`src/rtl/mem_pkg.sv`:
```
// Shared encodings for the M stage: access widths, writeback source select,
// bus FSM states and the alignment rule used to veto bus requests.
package mem_pkg;

    localparam logic [2:0] F3_B  = 3'b000;
    localparam logic [2:0] F3_H  = 3'b001;
    localparam logic [2:0] F3_W  = 3'b010;
    localparam logic [2:0] F3_BU = 3'b100;
    localparam logic [2:0] F3_HU = 3'b101;

    localparam logic [1:0] RS_ALU = 2'b00;
    localparam logic [1:0] RS_MEM = 2'b01;
    localparam logic [1:0] RS_PC4 = 2'b10;

    typedef enum logic [1:0] {
        IDLE = 2'd0,
        REQ  = 2'd1,
        WAIT = 2'd2
    } mem_state_t;

    function automatic logic is_misaligned(input logic [2:0] funct3, input logic [1:0] addr);
        logic mis;
        mis = 1'b0;
        case (funct3)
            F3_H, F3_HU: mis = addr[0];
            F3_W:        mis = |addr;
            default:     mis = 1'b0;
        endcase
        return mis;
    endfunction

endpackage

```
`src/rtl/load_align.sv`:
```
// Moves the addressed byte/halfword of a load word down to bit 0 and
// sign- or zero-extends it according to the access width.
module load_align
    import mem_pkg::*;
#(
    parameter int XLEN = 32
) (
    input  logic [XLEN-1:0] rdata,
    input  logic [1:0]      addr,
    input  logic [2:0]      funct3,
    output logic [XLEN-1:0] data
);

    logic [XLEN-1:0] shifted;

    assign shifted = rdata >> {addr, 3'b000};

    always_comb begin
        data = shifted;
        case (funct3)
            F3_B:  data = {{(XLEN-8){shifted[7]}}, shifted[7:0]};
            F3_BU: data = {{(XLEN-8){1'b0}}, shifted[7:0]};
            F3_H:  data = {{(XLEN-16){shifted[15]}}, shifted[15:0]};
            F3_HU: data = {{(XLEN-16){1'b0}}, shifted[15:0]};
            default: data = shifted;
        endcase
    end

endmodule

```
`src/rtl/memory_stage.sv`:
```
// Pipeline M stage: runs one data-memory access at a time over a req/ready/rvalid
// bus, stalls the front of the pipe while it is outstanding, and fills MEM/WB.
module memory_stage
    import mem_pkg::*;
#(
    parameter int MAX_WAIT = 255,
    parameter int XLEN     = 32
) (
    input  logic            clk,
    input  logic            rst_n,
    input  logic            RegWriteM,
    input  logic [1:0]      ResultSrcM,
    input  logic            MemWriteM,
    input  logic [2:0]      Funct3M,
    input  logic [XLEN-1:0] ALUResultM,
    input  logic [XLEN-1:0] WriteDataM,
    input  logic [4:0]      RdM,
    input  logic [XLEN-1:0] PCPlus4M,
    output logic            DMemReq,
    output logic            DMemWe,
    output logic [XLEN-1:0] DMemAddr,
    output logic [XLEN-1:0] DMemWData,
    output logic [3:0]      DMemBe,
    input  logic            DMemReady,
    input  logic            DMemRValid,
    input  logic [XLEN-1:0] DMemRData,
    output logic            StallM,
    output logic            RegWriteW,
    output logic [1:0]      ResultSrcW,
    output logic [XLEN-1:0] ALUResultW,
    output logic [XLEN-1:0] ReadDataW,
    output logic [4:0]      RdW,
    output logic [XLEN-1:0] PCPlus4W,
    output logic            MisalignW,
    output logic            BusErrW
);

    localparam int              CW   = $clog2(MAX_WAIT + 1);
    localparam logic [CW-1:0]   LAST = CW'(MAX_WAIT - 1);

    mem_state_t      state_q, state_d;
    logic [CW-1:0]   cnt_q, cnt_d;
    logic            is_load, is_store, access, mis, go;
    logic            complete, timeout, req_raw;
    logic [XLEN-1:0] load_data;

    assign is_store = MemWriteM;
    assign is_load  = (ResultSrcM == RS_MEM) && !MemWriteM;
    assign access   = is_load | is_store;
    assign mis      = is_misaligned(Funct3M, ALUResultM[1:0]);
    assign go       = access & !mis;

    always_comb begin
        state_d  = state_q;
        req_raw  = 1'b0;
        complete = 1'b0;
        timeout  = 1'b0;
        case (state_q)
            IDLE: begin
                if (go) begin
                    req_raw = 1'b1;
                    if (DMemReady) begin
                        if (is_store) complete = 1'b1;
                        else          state_d  = WAIT;
                    end else begin
                        state_d = REQ;
                    end
                end
            end
            REQ: begin
                req_raw = 1'b1;
                if (DMemReady) begin
                    if (is_store) begin
                        complete = 1'b1;
                        state_d  = IDLE;
                    end else begin
                        state_d = WAIT;
                    end
                end
            end
            WAIT: begin
                if (DMemRValid) begin
                    complete = 1'b1;
                    state_d  = IDLE;
                end
            end
            default: state_d = IDLE;
        endcase
        // A real completion in the last allowed cycle wins over the abandon.
        if (state_q != IDLE && !complete && cnt_q == LAST) begin
            timeout = 1'b1;
            state_d = IDLE;
        end
    end

    always_comb begin
        cnt_d = cnt_q + CW'(1);
        if (state_q == IDLE || state_d == IDLE) cnt_d = '0;
    end

    assign StallM   = go & !complete & !timeout;
    assign DMemReq  = req_raw & rst_n;
    assign DMemWe   = is_store;
    assign DMemAddr = {ALUResultM[XLEN-1:2], 2'b00};

    always_comb begin
        DMemWData = WriteDataM;
        DMemBe    = 4'b1111;
        case (Funct3M[1:0])
            2'b00: begin
                DMemWData = {(XLEN/8){WriteDataM[7:0]}};
                DMemBe    = 4'b0001 << ALUResultM[1:0];
            end
            2'b01: begin
                DMemWData = {(XLEN/16){WriteDataM[15:0]}};
                DMemBe    = 4'b0011 << ALUResultM[1:0];
            end
            default: begin
                DMemWData = WriteDataM;
                DMemBe    = 4'b1111;
            end
        endcase
    end

    load_align #(.XLEN(XLEN)) u_align (
        .rdata  (DMemRData),
        .addr   (ALUResultM[1:0]),
        .funct3 (Funct3M),
        .data   (load_data)
    );

    always_ff @(posedge clk or negedge rst_n) begin
        if (!rst_n) begin
            state_q    <= IDLE;
            cnt_q      <= '0;
            RegWriteW  <= 1'b0;
            ResultSrcW <= '0;
            ALUResultW <= '0;
            ReadDataW  <= '0;
            RdW        <= '0;
            PCPlus4W   <= '0;
            MisalignW  <= 1'b0;
            BusErrW    <= 1'b0;
        end else begin
            state_q <= state_d;
            cnt_q   <= cnt_d;
            if (StallM) begin
                RegWriteW  <= 1'b0;
                ResultSrcW <= '0;
                ALUResultW <= '0;
                ReadDataW  <= '0;
                RdW        <= '0;
                PCPlus4W   <= '0;
                MisalignW  <= 1'b0;
                BusErrW    <= 1'b0;
            end else begin
                RegWriteW  <= RegWriteM & !(access & mis) & !timeout;
                ResultSrcW <= ResultSrcM;
                ALUResultW <= ALUResultM;
                ReadDataW  <= (is_load & complete) ? load_data : '0;
                RdW        <= RdM;
                PCPlus4W   <= PCPlus4M;
                MisalignW  <= access & mis;
                BusErrW    <= timeout;
            end
        end
    end

endmodule

```
`config.mk`:
```
export PLATFORM = sky130hd
export DESIGN_NAME = memory_stage
export DESIGN_NICKNAME = d
export VERILOG_FILES = /design/src/rtl/mem_pkg.sv /design/src/rtl/load_align.sv /design/src/rtl/memory_stage.sv
export SDC_FILE = /design/constraint.sdc
export NUM_CORES = 1
export LEC_CHECK = 0
export ABC_AREA = 1
export CELL_PAD_IN_SITES_DETAIL_PLACEMENT = 0
export CELL_PAD_IN_SITES_GLOBAL_PLACEMENT = 1
export CORE_AREA = 2 2 148 150
export DETAILED_ROUTE_END_ITERATION = 7
export DIE_AREA = 0 0 150 152
export GPL_TIMING_DRIVEN = 0
export PLACE_DENSITY = 0.78
export SETUP_SLACK_MARGIN = 0.02
export SLEW_MARGIN = 30
export SYNTH_ARGS = -nofsm -noshare
export SYNTH_HDL_FRONTEND = slang
export SYNTH_SLANG_ARGS = --single-unit
```
`constraint.sdc`:
```
create_clock -name clk -period 2.7 [get_ports clk]
set_input_delay 0.675 -clock clk [delete_from_list [all_inputs] [get_ports clk]]
set_output_delay 0.675 -clock clk [all_outputs]
set_load 0.01 [all_outputs]
```
After elaboration in Yosys (flattened, before gate mapping). Cells that the tools add are included.

Register bits after elaboration: 116. Output and inout port bits: 177. Input bits: 144. Logic and storage cells: 78.

Multiplexer cells: 30. Add/sub/neg operators: 1. Eq/ne operators: 9. Shift-type cells: 3. Bitwise logic cells: 9. Reductions and logical operators: 16.

Operators with widths (number): $mux W32 (4); $pmux W32 S4 (1); $pmux W32 S2 (1); $shr A32 B5 Y32 (1); $mux W2 (8); $mux W1 (9); $add A8 B1 Y8 const B (1); $and A1 B1 Y1 (8); $eq A8 B8 Y1 const B (1); $mux W8 (1); $pmux W4 S2 (1); $eq A2 B1 Y1 const B (3); $eq A3 B3 Y1 const B (2); $logic_not A2 Y1 (3); $pmux W2 S3 (1); $logic_not A1 Y1 (5); $mux W5 (1); $pmux W1 S2 (2); $reduce_or A2 Y1 (2); $shl A1 B2 Y4 const A (1); $shl A2 B2 Y4 const A (1); $eq A3 B1 Y1 const B (1); $eq A3 B2 Y1 const B (1); $logic_and A1 B1 Y1 (3); 6 further kinds (6).

Longest topological paths before layout.
Depth after elaboration: 14. Depth in mapped cells: 13. Mapped depth without buffers: 11.

Modules after synthesis. Synthesis repeated with hierarchy kept, for this count alone.

Cell total of the unflattened synthesis: 705. Area, all modules: 5720.5 um2.

Modules (own cells, without submodules): memory_stage (times used 1, cells each 540, seq. area each 2902.8 um2, area each 4909.7 um2); load_align (times used 1, cells each 165, seq. area each 0.0 um2, area each 810.8 um2).

Worst setup path before layout. No wires, ideal clock.

Path kind: input to output. From: input port Funct3M[1]. To: output port StallM. Setup slack: 0.310 ns. Required time: 2.025 ns. Stages: 11. Arrival: 1.715 ns. Path buffers: 2. Cell sequence: buf_6 nor2_2 nand2_1 nand3_2 nor2_2 nand2_2 nand3_2 inv_2 nand2_4 buf_4 inv_1.

Word-level cells in the longest chain between the ends: 13. Elaborated cells between the ends (all ways): 16. Classes of those cells: 3 x eq/ne; 4 x mux; 3 x bitwise; 6 x reduce/logical.

Ends and longest elaborated chain: from (decl) (line memory_stage.sv:14) `input logic [2:0] Funct3M,`; $eq A3 B1 Y1 or $eq A3 B3 Y1 (tied branches) (line mem_pkg.sv:24) `case (funct3)`; $reduce_or A2 Y1 (line mem_pkg.sv:24); $pmux W1 S2 * (line mem_pkg.sv:24); $logic_not A1 Y1 * (line memory_stage.sv:51) `assign go = access & !mis;`; $and A1 B1 Y1 * (line memory_stage.sv:51); $mux W1 (line memory_stage.sv:60) `if (go) begin`; $pmux W1 S3 (line memory_stage.sv:58) `case (state_q)`; $logic_not A1 Y1 (line memory_stage.sv:90, memory_stage.sv:101); $logic_and A1 B1 Y1 (2 in a row) (line memory_stage.sv:90) `if (state_q != IDLE && !complete && cnt_q == LAST) begin`; $mux W1 (line memory_stage.sv:90); $logic_not A1 Y1 (line memory_stage.sv:101) `assign StallM = go & !complete & !timeout;`; $and A1 B1 Y1 * (line memory_stage.sv:101); to (decl) (line memory_stage.sv:27) `output logic StallM,`.

Every way passes the cells marked *; elsewhere a longest branch is shown, timed or not.

Worst setup path in the final report.
From: input port WriteDataM[7]. To: output port DMemWData[23].

Word-level cells in the longest chain between the ends: 1.

Ends and longest elaborated chain: from (decl) (line memory_stage.sv:16) `input logic [XLEN-1:0] WriteDataM,`; $pmux W32 S2 (line memory_stage.sv:109) `case (Funct3M[1:0])`; to (decl) (line memory_stage.sv:22) `output logic [XLEN-1:0] DMemWData,`.

Every way passes these cells.

==> flow_metrics.py <==
metrics = {
    "placement": {
        "place_hpwl_mm": 15.8,
        "place_congestion": 0.781,
        "io_buffers": 316,
        "placed_area_um2": 8990,
        "pre_cts_slack_ns": -1.13,
    },
    "sta": {
        "max_freq_mhz": 383,
        "finalSetupViolCount": 0,
        "hold_viol": 0,
        "rsz0062_at_grt": "no",
        "skew_ns": 0.00531,
        "setup_slack_ns": 0.0858,
        "fin_crit_ns": 2.61,
        "slew_headroom": 0.599,
        "worst_pin_slew_ns": 0.602,
        "slew_viol_final": 0,
        "fin_crit_sh": 0.968,
    },
    "cells_and_area": {
        "synthToLayoutAreaGrowth_pct": 80.1,
        "fin_nets": 1122,
        "antenna_cells": 0,
        "utilization": 0.459,
        "fin_area_um2": 9800,
        "drive_gt1_frac": 0.158,
    },
    "worst_setup_path": {
        "arrival_ns": 1.94,
        "crit_path_start_kind": "input pin",
        "slowest_delay_ns": 0.59,
        "worstSetupEndpointType": "output pin",
        "path_buf_inv": 2,
        "worstPathRequired_ns": 2.03,
        "path_delay_family": "buffers and inverters",
        "path_cells": "clkdlybuf4s50_1 -> nand2_1 -> nand2_1 -> clkdlybuf4s50_1",
        "worst_path_max_delay_cell": "clkdlybuf4s50_1",
        "critPathMaxFanout": 3,
        "criticalPathCategory": "in2out",
    },
    "floorplanning": {
        "fp.dieW_um": 150,
        "dieArea_um2": 22800,
        "die_h_um": 152,
        "initial_core_util": 0.255,
        "boundaryPins": 321,
        "core_um2": 21400,
        "num_rows": 54,
    },
    "job": {
        "drv_cap": 0,
    },
    "clock_tree": {
        "cts_hold_buf": 0,
        "htree_levels": 4,
        "clock_path_buffers": 2,
        "clk_pin_slew_ns": 0.05,
        "tritoncts": "built",
        "clock-sinks": 116,
        "cts-root-buf": "clkbuf_16",
        "insertion_delay_ns": 0.41,
        "cts_inserted_buffers": 17,
    },
    "routing": {
        "wire_per_inst_um": 15.5,
        "viasPerCell": 4.17,
        "first_pass_iters": 4,
        "ant_nets": 0,
        "drc": 0,
        "drtIter0Drc": 177,
        "finalWirelength_mm": 19.7,
        "num_vias": 5291,
    },
    "power_and_ir_drop": {
        "power_density_nw_per_um2": 583,
        "irDropWorstVdd_mv": 0.306,
        "p_leak_nw": 5.02,
        "total_power_mw": 5.72,
    },
    "global_routing": {
        "overflow": 0,
        "grt_max_degree": 62,
        "antenna_found_initial": 0,
        "grt_pass1_wl_mm": 29.9,
        "grt_pass1_vias": 5457,
        "track_usage": 0.175,
    },
    "synthesis": {
        "synth_top_area_frac": 0.533,
        "synthFlopType": "dfrtp_1",
        "synth_area_leaders": "dfrtp_1 53%, nand2_1 12%, buf_4 6.6%",
        "ys_seq_area_frac": 0.533,
        "ys_seq_elements": 116,
        "syn-instance-count": 632,
        "syn_area_per_cell_um2": 8.61,
        "synth.largest_area_cell": "dfrtp_1",
        "synthArstFlopShare": 1.00,
        "syn_area_um2": 5440,
        "synth_warnings": 0,
        "synth_edf_count": 0,
        "ys_types": 34,
    },
    "run_status": {
        "status": "finished, final reports clean",
    },
    "hold_path": {
        "hold_path.class": "in2async",
    },
}
## worst paths after layout
kind | from | end | slack, ns | cells after the start
min in group clk | cnt_q[0]$_DFF_PN0_ | cnt_q[0]$_DFF_PN0_ | 0.49 | 1
worst min register to register | cnt_q[0]$_DFF_PN0_ | cnt_q[0]$_DFF_PN0_ | 0.49 | 1
worst min-delay path | rst_n | BusErrW$_DFF_PN0_ | 0.18 | 1
max in group asynchronous | rst_n | RdW[2]$_DFF_PN0_ | 1.85 | 2
worst max register to register | cnt_q[0]$_DFF_PN0_ | ALUResultW[19]$_DFF_PN0_ | 0.94 | 10
worst max-delay path | WriteDataM[7] | DMemWData[23] | 0.09 | 4
## cells in the mapped netlist (5+ instances only)
cell type / number
buf_4: 48
mux2i_1: 7
nor2_1: 51
a221o_1: 7
nor2_2: 7
clkbuf_1: 12
nand2_1: 181
inv_1: 91
nand3_1: 15
dfrtp_1: 116
inv_2: 15
o21ai_0: 20
o211ai_1: 10
a21oi_2: 5
a21oi_1: 11
## through the flow
step	hold slack, ns	cells	setup TNS (ns)
after floorplan	0.379	633	0
after global placement	0.478	1229	-469.02
after detailed placement	0.489	1230	-20.03
after CTS	0.186	1267	-1.00
after global routing	0.195	1269	0
final	0.179	1269	0
## worst reg2reg max path: stages (launching register included)
cell	delay, ns
dfrtp_1	0.41
inv_1	0.07
ha_1	0.14
nand3_1	0.08
nor2_1	0.15
nand2_2	0.15
nand2_8	0.10
buf_4	0.24
buf_4	0.24
nand2_1	0.07
inv_1	0.06
## state kept, by name, indices dropped and copies added (netlist names)
name	cells
MisalignW	1
BusErrW	1
ReadDataW	32
state_q	2
ResultSrcW	2
cnt_q	8
RegWriteW	1
PCPlus4W	32
ALUResultW	32
RdW	5
## cells in the final DEF (no fill, tap or decap), types with 6 or more instances in the layout
cell | synthesis | layout
bufinv_16 | 0 | 6
dfrtp_1 | 116 | 116
nand2_2 | 2 | 6
inv_2 | 15 | 17
dlygate4sd2_1 | 0 | 14
buf_4 | 48 | 55
nor2_2 | 7 | 6
a221o_1 | 7 | 7
mux2i_1 | 7 | 7
inv_1 | 91 | 88
nand3_1 | 15 | 15
dlymetal6s2s_1 | 0 | 9
nand2_1 | 181 | 177
clkdlybuf4s50_1 | 0 | 289
o21ai_0 | 20 | 17
a21oi_1 | 11 | 11
clkbuf_2 | 0 | 6
nor2_1 | 51 | 50
o211ai_1 | 10 | 10
clkbuf_16 | 0 | 17
## cell families after synthesis
logic type | after synthesis | synth area share
compound gates | 57 | 0.0697
xor+xnor | 6 | 0.00966
flops | 116 | 0.533
other cells | 1 | 0.000689
simple gates | 269 | 0.209
fa+ha+maj | 2 | 0.00460
buf+inv | 174 | 0.160
mux | 7 | 0.0129
## metal layers
layer | vias to the layer above | global-route usage | part of all wire
met1 | 2432 | 0.176 | 0.36
met4 | 0 | 0.0575 | 0.021
li1 | 2561 | - | -
met2 | 274 | 0.326 | 0.52
met3 | 24 | 0.0655 | 0.10
met5 | - | 0 | 0
## area by class of cell
class,instances,area (µm²)
fillers,2113,11500
flip-flops and latches,116,2900
well taps,280,350
inverters,107,410
clock buffers,20,447
plain buffers,66,494
clock inverters,12,225
repair buffers,325,3250
multi-input cells,343,1730
## repair_timing
action | CTS | global route
endpoints found under the setup margin | 29 | 19
resized for setup | 52 | 20
buffers inserted | 6 | 2
pin swaps | 4 | 2
## report_power, final
part / internal (mW) / total (mW) / switching [mW]
combinational: 0.663 / 1.24 / 0.573
sequential: 1.86 / 1.90 / 0.0392
clock: 1.76 / 2.58 / 0.819
Power figures use the tool's default switching activity.
